**config.mk**
```make
export PLATFORM = sky130hd
export DESIGN_NAME = elevator_controller
export DESIGN_NICKNAME = d
export VERILOG_FILES = /design/src/rtl/elevator_pkg.sv /design/src/rtl/elevator_controller_timer.sv /design/src/rtl/elevator_controller.sv
export SDC_FILE = /design/constraint.sdc
export NUM_CORES = 1
export LEC_CHECK = 0
export ABC_AREA = 0
export BUFFER_PORTS_ARGS = -buffer_cell sky130_fd_sc_hd__buf_2
export CAP_MARGIN = 20
export CORE_ASPECT_RATIO = 1.75
export CORE_MARGIN = 3
export CORE_UTILIZATION = 60
export DETAILED_ROUTE_END_ITERATION = 10
export GPL_TIMING_DRIVEN = 1
export PLACE_DENSITY = 0.78
export SLEW_MARGIN = 20
export SYNTH_ARGS = -nofsm -noshare
export SYNTH_HDL_FRONTEND = slang
export SYNTH_HIERARCHICAL = 1
export SYNTH_SLANG_ARGS = --single-unit
```
**constraint.sdc**
```tcl
create_clock -name clk -period 4.71 [get_ports clk]
set_input_delay 0.2355 -clock clk [delete_from_list [all_inputs] [get_ports clk]]
set_output_delay 0.2355 -clock clk [all_outputs]
set_load 0.02 [all_outputs]
```
**src/rtl/elevator_pkg.sv**
```systemverilog
// Shared encodings and helpers for the 4-floor elevator controller and its segment display.
package elevator_pkg;

  localparam int unsigned NUM_FLOORS = 4;
  localparam int unsigned FLOOR_W    = 2;

  localparam logic DIR_UP        = 1'b1;
  localparam logic DIR_DOWN      = 1'b0;
  localparam logic DOOR_OPEN_V   = 1'b1;
  localparam logic DOOR_CLOSED_V = 1'b0;

  localparam logic [1:0] IDLE      = 2'd0;
  localparam logic [1:0] MOVE_UP   = 2'd1;
  localparam logic [1:0] MOVE_DOWN = 2'd2;
  localparam logic [1:0] DOOR_OPEN = 2'd3;

  typedef enum logic [1:0] {
    ST_IDLE      = IDLE,
    ST_MOVE_UP   = MOVE_UP,
    ST_MOVE_DOWN = MOVE_DOWN,
    ST_DOOR_OPEN = DOOR_OPEN
  } state_e;

  function automatic logic [NUM_FLOORS-1:0] floor_bit(input logic [FLOOR_W-1:0] f);
    return NUM_FLOORS'(1) << f;
  endfunction

  // Floors strictly above / below f.
  function automatic logic [NUM_FLOORS-1:0] above_mask(input logic [FLOOR_W-1:0] f);
    logic [NUM_FLOORS-1:0] m;
    m = '0;
    for (int unsigned i = 0; i < NUM_FLOORS; i++) m[i] = (i > 32'(f));
    return m;
  endfunction

  function automatic logic [NUM_FLOORS-1:0] below_mask(input logic [FLOOR_W-1:0] f);
    logic [NUM_FLOORS-1:0] m;
    m = '0;
    for (int unsigned i = 0; i < NUM_FLOORS; i++) m[i] = (i < 32'(f));
    return m;
  endfunction

endpackage

```
**src/rtl/elevator_controller_timer.sv**
```systemverilog
// Shared travel/door timer: clear, count-enable, saturating, terminal-count flag against limit.
module elevator_timer #(
  parameter int unsigned W = 2
) (
  input  logic         clk,
  input  logic         rst_n,
  input  logic         clr,
  input  logic         en,
  input  logic [W-1:0] limit,
  output logic         done_c
);

  logic [W-1:0] count;

  always_ff @(posedge clk or negedge rst_n) begin
    if (!rst_n) begin
      count <= '0;
    end else if (clr) begin
      count <= '0;
    end else if (en && (count != '1)) begin
      count <= count + W'(1);
    end
  end

  assign done_c = (count == limit);

endmodule

```
**src/rtl/elevator_controller.sv**
```systemverilog
// Car-motion and door FSM for the 4-floor elevator; drives segment_controller directly.
// Optional DOOR_REOPEN_EN adds a door_btn input that holds or reopens the door.
module elevator_controller
  import elevator_pkg::*;
#(
  parameter int unsigned FLOOR_TICKS = 50_000_000,
  parameter int unsigned DOOR_TICKS  = 100_000_000
) (
  input  logic                  clk,
  input  logic                  rst_n,
`ifdef DOOR_REOPEN_EN
  input  logic                  door_btn,
`endif
  input  logic [NUM_FLOORS-1:0] call_btn,
  output logic [FLOOR_W-1:0]    current_floor,
  output logic                  ud_state,
  output logic                  oc_state,
  output logic [NUM_FLOORS-1:0] pending
);

  localparam int unsigned MAX_TICKS = (FLOOR_TICKS > DOOR_TICKS) ? FLOOR_TICKS : DOOR_TICKS;
  localparam int unsigned TIMER_W   = $clog2(MAX_TICKS);
  localparam logic [FLOOR_W-1:0] TOP_FLOOR = FLOOR_W'(NUM_FLOORS - 1);

  state_e                  state;
  state_e                  nxt_state;
  logic [FLOOR_W-1:0]      nxt_floor;
  logic                    nxt_ud;
  logic [NUM_FLOORS-1:0]   clr;
  logic [NUM_FLOORS-1:0]   req;
  logic [NUM_FLOORS-1:0]   above_p;
  logic [NUM_FLOORS-1:0]   below_p;
  logic [FLOOR_W-1:0]      floor_up;
  logic [FLOOR_W-1:0]      floor_dn;
  logic                    timer_restart;
  logic                    timer_clr;
  logic                    timer_en;
  logic                    timer_done_c;
  logic [TIMER_W-1:0]      timer_limit;
  logic                    door_hold;
  logic                    idle_door_req;

  assign req      = pending | call_btn;
  assign above_p  = pending & above_mask(current_floor);
  assign below_p  = pending & below_mask(current_floor);
  assign floor_up = current_floor + FLOOR_W'(1);
  assign floor_dn = current_floor - FLOOR_W'(1);

`ifdef DOOR_REOPEN_EN
  assign door_hold     = call_btn[current_floor] | door_btn;
  assign idle_door_req = door_btn;
`else
  assign door_hold     = call_btn[current_floor];
  assign idle_door_req = 1'b0;
`endif

  // Next-state, floor, direction and served-request decision.
  always_comb begin
    nxt_state     = state;
    nxt_floor     = current_floor;
    nxt_ud        = ud_state;
    clr           = '0;
    timer_restart = 1'b0;
    case (state)
      ST_IDLE: begin
        if (pending[current_floor]) begin
          nxt_state = ST_DOOR_OPEN;
          clr       = floor_bit(current_floor);
        end else if ((ud_state == DIR_UP) && (|above_p)) begin
          nxt_state = ST_MOVE_UP;
        end else if ((ud_state == DIR_DOWN) && (|below_p)) begin
          nxt_state = ST_MOVE_DOWN;
        end else if (|above_p) begin
          nxt_ud    = DIR_UP;
          nxt_state = ST_MOVE_UP;
        end else if (|below_p) begin
          nxt_ud    = DIR_DOWN;
          nxt_state = ST_MOVE_DOWN;
        end else if (idle_door_req) begin
          nxt_state = ST_DOOR_OPEN;
        end
      end
      ST_MOVE_UP: begin
        if (current_floor == TOP_FLOOR) begin
          nxt_state = ST_IDLE;
        end else if (timer_done_c) begin
          nxt_floor = floor_up;
          if (req[floor_up]) begin
            nxt_state = ST_DOOR_OPEN;
            clr       = floor_bit(floor_up);
          end else if (|(req & above_mask(floor_up))) begin
            timer_restart = 1'b1;
          end else begin
            nxt_state = ST_IDLE;
          end
        end
      end
      ST_MOVE_DOWN: begin
        if (current_floor == '0) begin
          nxt_state = ST_IDLE;
        end else if (timer_done_c) begin
          nxt_floor = floor_dn;
          if (req[floor_dn]) begin
            nxt_state = ST_DOOR_OPEN;
            clr       = floor_bit(floor_dn);
          end else if (|(req & below_mask(floor_dn))) begin
            timer_restart = 1'b1;
          end else begin
            nxt_state = ST_IDLE;
          end
        end
      end
      ST_DOOR_OPEN: begin
        // Calls for the open floor are absorbed and only extend the door time.
        clr = floor_bit(current_floor);
        if (door_hold) begin
          timer_restart = 1'b1;
        end else if (timer_done_c) begin
          nxt_state = ST_IDLE;
        end
      end
      default: nxt_state = ST_IDLE;
    endcase
  end

  assign timer_clr   = timer_restart | (nxt_state != state);
  assign timer_en    = (state != ST_IDLE);
  assign timer_limit = (state == ST_DOOR_OPEN) ? TIMER_W'(DOOR_TICKS - 1)
                                               : TIMER_W'(FLOOR_TICKS - 1);

  elevator_timer #(
    .W (TIMER_W)
  ) u_timer (
    .clk    (clk),
    .rst_n  (rst_n),
    .clr    (timer_clr),
    .en     (timer_en),
    .limit  (timer_limit),
    .done_c (timer_done_c)
  );

  always_ff @(posedge clk or negedge rst_n) begin
    if (!rst_n) begin
      state         <= ST_IDLE;
      current_floor <= '0;
      ud_state      <= DIR_UP;
      oc_state      <= DOOR_CLOSED_V;
      pending       <= '0;
    end else begin
      state         <= nxt_state;
      current_floor <= nxt_floor;
      ud_state      <= nxt_ud;
      oc_state      <= (nxt_state == ST_DOOR_OPEN) ? DOOR_OPEN_V : DOOR_CLOSED_V;
      pending       <= req & ~clr;
    end
  end

endmodule
```
==> impl_metrics.csv, run 1 <==
group,metric,value,unit
sta,hold-worst-slack,45.95,ps
floorplan,die_h,96.33,um
setup_path,reg2regPathDepth,14,
yosys,ys_types,56,
min_path,hold_class,"input pin to asynchronous set/reset pin",
place,dp_cells,373,
sta,drv_slew,0,
clock_network,cts_made_buffers,5,
run,drv_cap,0,
setup_path,crit_fanout,31,
sta,skew,3.676,ps
sta,hold_viol_final,0,
clock_network,cts_tree,"built",
clock_network,clk_pin_slew,70,ps
yosys,synth.ff_latch_count,37,
finish,nets,344,
yosys,postSynthCellCount,307,
place,placed_area,2907,um2
finish,finalNonFillerCells,381,
floorplan,ios,14,
pwr,vdd_drop_max,0.1574,mV
sta,tns,0,ps
route,drt_iter0_markers,112,
floorplan,die_area,5551,um2
global_route,antenna_found_initial,0,
finish,layout_commonest_cell,"dfrtp_1",
route,firstDrtPassIters,5,
setup_path,endpoint_kind,"flop",
route,remaining_drc_errors,0,
sta,rsz0062_at_grt,"false",
floorplan,core-area,4444,um2
yosys,synth_seq_area_share,0.3314,
pwr,power,0.5782,mW
setup_path,cp-startpoint,"state[1]",
global_route,grt_overflow,0,
route,num_vias,2492,
place,dpl.hpwl,5217,um
clock_network,clock_latency,280,ps
route,wl_per_cell,18.23,um
status,status,"finished clean",
yosys,synth_xor_area_frac,0.1221,
clock_network,post-cts-setup-buffer-count,0,
finish,diodes,0,
finish,area_growth,7.513,%
floorplan,initial_core_util,0.6295,
clock_network,htree_levels,2,
setup_path,worstSetupStartpointType,"flop",
sta,worst_pin_slew,828.0,ps
yosys,synth_top_family_by_area,"simple AND/OR/NAND/NOR gates",
clock_network,cts_sinks,37,
finish,design_area,3008,um2
floorplan,fp.dieW,57.62,um
route,drt_wl_total,6946,um
floorplan,rows,32,
yosys,synthMuxAreaShare,0.04696,
yosys,synth_compound_area_frac,0.1780,
setup_path,cp.arrival,4050,ps
global_route,grt_pass1_wl,11390,um
yosys,synth_flop_cell,"dfrtp_1",
global_route,grt_max_degree,38,
setup_path,worst-setup-path-type,"flop to flop",
sta,min_period,3886,ps
place,gp_congestion,0.9357,
global_route,track_usage,0.2666,
setup_path,worstReg2RegEnd,"u_timer/count[25]",
route,viasPerCell,6.541,
yosys,yosys_warnings,6,
yosys,synth_area,2798,um2
sta,setup_viol,0,
pwr,power_density,192.2,nW/um2
finish,final_cell_mix,"36 x dfrtp_1, 30 x nor2_1, 23 x xnor2_1",
pwr,power_leakage,1.179,nW
setup_path,timing.rr.start,"state[1]",
sta,setup_slack,824.4,ps
route,antenna_left,0,
setup_path,r2r_setup_slack,820,ps
place,io_buffers,13,
yosys,synth_adder_area_share,0.04025,
sta,maxSlewHeadroom,0.4480,
setup_path,critPathRequiredTime,4880,ps
clock_network,clk_path_buf_depth,2,
sta,fmax,257.4,MHz
yosys,synth_edf_count,0,
sta,period_share,0.8250,
yosys,ys_async_sr_fraction,1.000,
global_route,grt_pass1_vias,2432,
yosys,synthSimpleGateAreaFrac,0.2330,
finish,final_util,0.6768,
place,place_ws,871.6,ps
clock_network,ctsRootBufferMaster,"clkbuf_8",
finish,drive_above_1_share,0.1242,
yosys,avgSynthCellArea,9.113,um2
clock_network,cts_hold_buf,0,
clock_network,cts_resized,0,
## registers in the layout (all words and copies together), names as in the netlist
register	count
u_timer/count	27
pending	4
current_floor	2
state	2
oc_state	1
ud_state	1
## power breakdown
part / total, mW / switching, mW / internal [mW] / leakage, nW
logic: 0.0210 / 0.0143 / 0.00676 / 0.699
registers: 0.318 / 0.000000000000000149 / 0.318 / 0.425
clock network: 0.240 / 0.107 / 0.132 / 0.0542
## worst max-delay path by stage
| stage | endpoint | slack, ps |
|---|---|---|
| global placement | u_timer/count[3] | 990 |
| floorplan | u_timer/count[16] | 1150 |
| detailed placement | u_timer/count[25] | 870 |
| global route | u_timer/count[25] | 440 |
| finish | u_timer/count[25] | 820 |
| CTS | u_timer/count[25] | 840 |
## Yosys cell counts (2+ instances only)
| cell type | n | area [um2] |
|---|---|---|
| dfrtp_1 | 36 | 900.9 |
| nor2_1 | 30 | 112.6 |
| xnor2_1 | 23 | 201.4 |
| a21oi_1 | 22 | 110.1 |
| xor2_1 | 16 | 140.1 |
| nand2_1 | 15 | 56.30 |
| nand4_1 | 11 | 68.82 |
| or4_1 | 11 | 82.58 |
| nand3_1 | 10 | 50.05 |
| o21ai_0 | 10 | 50.05 |
| ha_1 | 9 | 112.6 |
| inv_1 | 9 | 33.78 |
| nor4_1 | 9 | 56.30 |
| o31ai_1 | 8 | 60.06 |
| clkbuf_1 | 6 | 22.52 |
| nor2b_1 | 5 | 31.28 |
| a211oi_1 | 4 | 30.03 |
| a222oi_1 | 4 | 40.04 |
| buf_6 | 4 | 45.04 |
| nand2b_1 | 4 | 25.02 |
| o22a_1 | 4 | 35.03 |
| or3_1 | 4 | 25.02 |
| and2_1 | 3 | 18.77 |
| and3_1 | 3 | 18.77 |
| mux2_2 | 3 | 33.78 |
| nor3_1 | 3 | 15.01 |
| o221a_2 | 3 | 33.78 |
| a311o_1 | 2 | 20.02 |
| and4_1 | 2 | 17.52 |
| and4_4 | 2 | 22.52 |
| buf_2 | 2 | 10.01 |
| conb_1 | 2 | 7.510 |
| mux4_1 | 2 | 52.55 |
| mux4_2 | 2 | 45.04 |
| o221ai_1 | 2 | 17.52 |
| or2_2 | 2 | 12.51 |
## area by class of cell
| cell class | count | area, um2 |
|---|---|---|
| clock inverter | 1 | 5.005 |
| sequential | 37 | 927.1 |
| tap | 51 | 63.81 |
| fill | 382 | 1436 |
| inverter | 9 | 33.78 |
| multi-input combinational | 262 | 1809 |
| clock buffer | 7 | 96.34 |
| timing repair buffer | 14 | 72.57 |
## kinds of logic (layout without fill, tap and decap cells)
logic type                 count (synthesis)  in the layout
adders and majority gates                  9              9
buffers and inverters                     24             31
AOI/OAI and AO/OA                         70             70
and+or+nand+nor                          119            119
DFF                                       37             37
other                                      2             18
xor gates and xnor gates                  39             39
muxes                                      7              7
## critical path, stage by stage, from the launching register on
cell and delay, ps:
dfrtp_1 420, nand2_1 200, inv_1 190, xor2_1 180
nor4_1 270, nand4_1 120, nor4_1 480, inv_1 140
or3_1 450, nor2_1 290, o2bb2ai_1 140, o221ai_2 170
buf_4 340, nor2_1 100, mux2_2 270
## metal layers
| metal | global-route usage | share of wire | wire, um | up-vias |
|---|---|---|---|---|
| li1 | - | - | - | 1172 |
| met1 | 0.2599 | 0.35 | 2458 | 1208 |
| met2 | 0.5245 | 0.57 | 3966 | 85 |
| met3 | 0.02819 | 0.030 | 210 | 27 |
| met4 | 0.1470 | 0.045 | 312 | 0 |
| met5 | 0 | 0 | 0 | - |
No activity file was read; power rests on OpenSTA's default activity.
==> inputs of run 2 (changes only) <==
--- a/config.mk
+++ b/config.mk
@@ -5,7 +5,7 @@
 export SDC_FILE = /design/constraint.sdc
 export NUM_CORES = 1
 export LEC_CHECK = 0
-export ABC_AREA = 0
+export ABC_AREA = 1
 export BUFFER_PORTS_ARGS = -buffer_cell sky130_fd_sc_hd__buf_2
 export CAP_MARGIN = 20
 export CORE_ASPECT_RATIO = 1.75
==> constraint.sdc (replaced) <==
create_clock -name clk -period 4.04 [get_ports clk]
set_input_delay 0.202 -clock clk [delete_from_list [all_inputs] [get_ports clk]]
set_output_delay 0.202 -clock clk [all_outputs]
set_load 0.02 [all_outputs]
==> run 2 against run 1 <==
Synthesized area is 16% higher. Clock skew up 5.4 ps. Sequential share of layout area shrank 4.2 points. Power up 15%. Maximum frequency is 7.6% higher. Routed wire length up 23%. Die area up 15%. Global-route usage increased by 3.9 points. First-iteration DRC count increased by 83%. Combinational power increased by 17%. Sequential power is 16% higher. Worst hold slack worse by 45 ps.
==> impl_metrics.csv, run 2 <==
group,metric,value,unit
yosys,avgSynthCellArea,6.718,um2
clock_network,cts_resized,0,
sta,rsz0062_at_grt,"false",
run,drv_cap,0,
setup_path,reg2regPathDepth,21,
route,viasPerCell,5.535,
pwr,power_density,190.7,nW/um2
place,dp_cells,558,
finish,drive_above_1_share,0.1172,
route,drt_iter0_markers,205,
yosys,synth.ff_latch_count,37,
setup_path,worst-setup-path-type,"flop to flop",
global_route,grt_max_degree,38,
yosys,synth_top_area_share,0.2765,
yosys,ys_types,41,
setup_path,critPathRequiredTime,4270,ps
global_route,track_usage,0.3058,
finish,final_cell_mix,"161 x nand2_1, 54 x nor2_1, 41 x nand3_1",
setup_path,path_cells,"nand2_2, inv_1, xnor2_1, nand2_1, nor3_1, nand3_1, nor2_1, or2_1, nand3_2, nor2_2, nand2_2, nand2_2, nand2_1, nand2_1, nand3_2, inv_1, buf_4, nand2_1, nor2_1, nand2_1, nand2_1",
yosys,synth_flop_cell,"dfrtp_1",
floorplan,initial_core_util,0.6382,
clock_network,htree_levels,2,
floorplan,core-area,5105,um2
place,gp_congestion,0.9232,
global_route,grt_pass1_wl,14350,um
finish,area_growth,6.797,%
global_route,antenna_found_initial,0,
setup_path,cp.arrival,3840,ps
finish,finalNonFillerCells,566,
clock_network,clock_latency,290,ps
pwr,power_leakage,1.776,nW
floorplan,fp.dieW,61.71,um
clock_network,cts_hold_buf,0,
yosys,synth_seq_area_share,0.2846,
setup_path,crit_fanout,13,
clock_network,cts_tree,"built",
yosys,synth_edf_count,0,
route,antenna_left,0,
yosys,synth.most_common_cell,"nand2_1",
finish,largest_register_ffs,27,
finish,final_util,0.6816,
yosys,synth_area,3258,um2
floorplan,die_h,103.5,um
clock_network,post-cts-setup-buffer-count,0,
place,io_buffers,13,
sta,hold_viol_final,0,
route,drt_wl_total,8510,um
setup_path,slowest_stage,"dfrtp_1",
floorplan,rows,34,
finish,design_area,3480,um2
min_path,hold_class,"input pin to asynchronous set/reset pin",
place,placed_area,3386,um2
sta,tns,0,ps
finish,layout_commonest_cell,"nand2_1",
yosys,yosys.area.top_type,"dfrtp_1",
route,firstDrtPassIters,6,
sta,period_share,0.8940,
clock_network,clk_path_buf_depth,2,
clock_network,clk_pin_slew,80,ps
floorplan,ios,14,
sta,drv_slew,0,
yosys,postSynthCellCount,485,
global_route,grt_pass1_vias,3129,
setup_path,endpoint_kind,"flop",
route,wl_per_cell,15.04,um
clock_network,cts_made_buffers,5,
route,remaining_drc_errors,0,
finish,top_register,"u_timer/count",
floorplan,die_area,6385,um2
finish,diodes,0,
setup_path,cpMostUsedCell,"nand2_1",
yosys,yosys_warnings,6,
sta,setup_viol,0,
global_route,grt_overflow,0,
sta,fmax,276.9,MHz
sta,min_period,3612,ps
route,num_vias,3133,
place,dpl.hpwl,6795,um
clock_network,cts_sinks,37,
finish,reg_top3,"u_timer/count: 27 flops, pending: 4 flops",
status,status,"finished clean",
yosys,ys_top_cells_by_count,"161 x nand2_1, 54 x nor2_1, 41 x nand3_1",
sta,maxSlewHeadroom,0.4382,
finish,nets,526,
setup_path,worstSetupStartpointType,"flop",
pwr,vdd_drop_max,0.1361,mV
setup_path,cp_slowest_stage_delay,520,ps
sta,worst_pin_slew,842.7,ps
sta,skew,9.097,ps
yosys,ys_async_sr_fraction,1.000,
clock_network,ctsRootBufferMaster,"clkbuf_8",
yosys,synth_area_leaders,"dfrtp_1 28%, nand2_1 19%, nand3_1 6.3%",
[run 2: changes by cell type after synthesis, sizes merged, moves of 5 or more]
cell | previous run | this run
nand2 | 15 | 175
nand3 | 10 | 43
inv | 9 | 41
nor2 | 31 | 63
o21ai | 10 | 24
or4 | 11 | 0
a21oi | 22 | 12
nor4 | 9 | 0
o31ai | 8 | 0
nor2b | 5 | 0
o22a | 5 | 0
[run 2: kinds of logic (layout without fill, tap and decap cells)]
kind of cell,Yosys count,count (layout),share of synthesized area
flops,37,37,0.2846
simple gates,301,301,0.4243
xor+xnor,38,38,0.1022
buf+inv,54,65,0.07604
compound gates,44,44,0.07603
other cells,2,18,0.002305
fa+ha+maj,9,9,0.03456
[run 2: metal layers]
metal  routed length (um)  share of wire  global-route usage
met1                 3005           0.35              0.2985
met2                 4606           0.54              0.5529
met3                  323          0.038             0.04099
met4                  574          0.067              0.2255
met5                    0              0                   0
[run 2: final timing paths]
path / startpoint / to / slack, ps
hold reg to reg: ud_state / ud_state / 530
max in group asynchronous: rst_n / u_timer/count[20] / 3490
hold / removal: rst_n / u_timer/count[3] / 0.5
setup / recovery: state[1] / u_timer/count[14] / 430
setup reg to reg: state[1] / u_timer/count[14] / 430
min in group clk: call_btn[1] / pending[1] / 280
[run 2: power breakdown]
group / internal [mW] / switching [mW] / total (mW) / leakage (nW)
logic: 0.00796 / 0.0166 / 0.0245 / 1.29
clock network: 0.139 / 0.130 / 0.269 / 0.0455
registers: 0.370 / 0.000000000000000169 / 0.370 / 0.436
total: 0.517 / 0.146 / 0.664 / 1.78
[run 2: metrics by stage]
stage               power, mW  hold WS [ps]  setup WS, ps
floorplan              0.3895        -93.59          1116
global placement       0.4023         344.4         615.8
detailed placement     0.4021         348.3         487.8
CTS                    0.6704         33.25         448.0
global route           0.6923         61.81         16.11
finish                 0.6636        0.5324         428.2
[run 2: final cells by class]
class                   count  area (um2)
repair buffers             15       80.08
clock buffers               8       90.09
fillers                   486        1625
inverters                  42       167.7
well taps                  54       67.56
multi-input cells         410        2147
flip-flops and latches     37       927.1
[run 2: critical path, delay by kind of cell (launching register included)]
family        cells  cell delay, ps
buf+inv           3             980
flops             1             520
simple gates     17            1880
xor+xnor          1             160
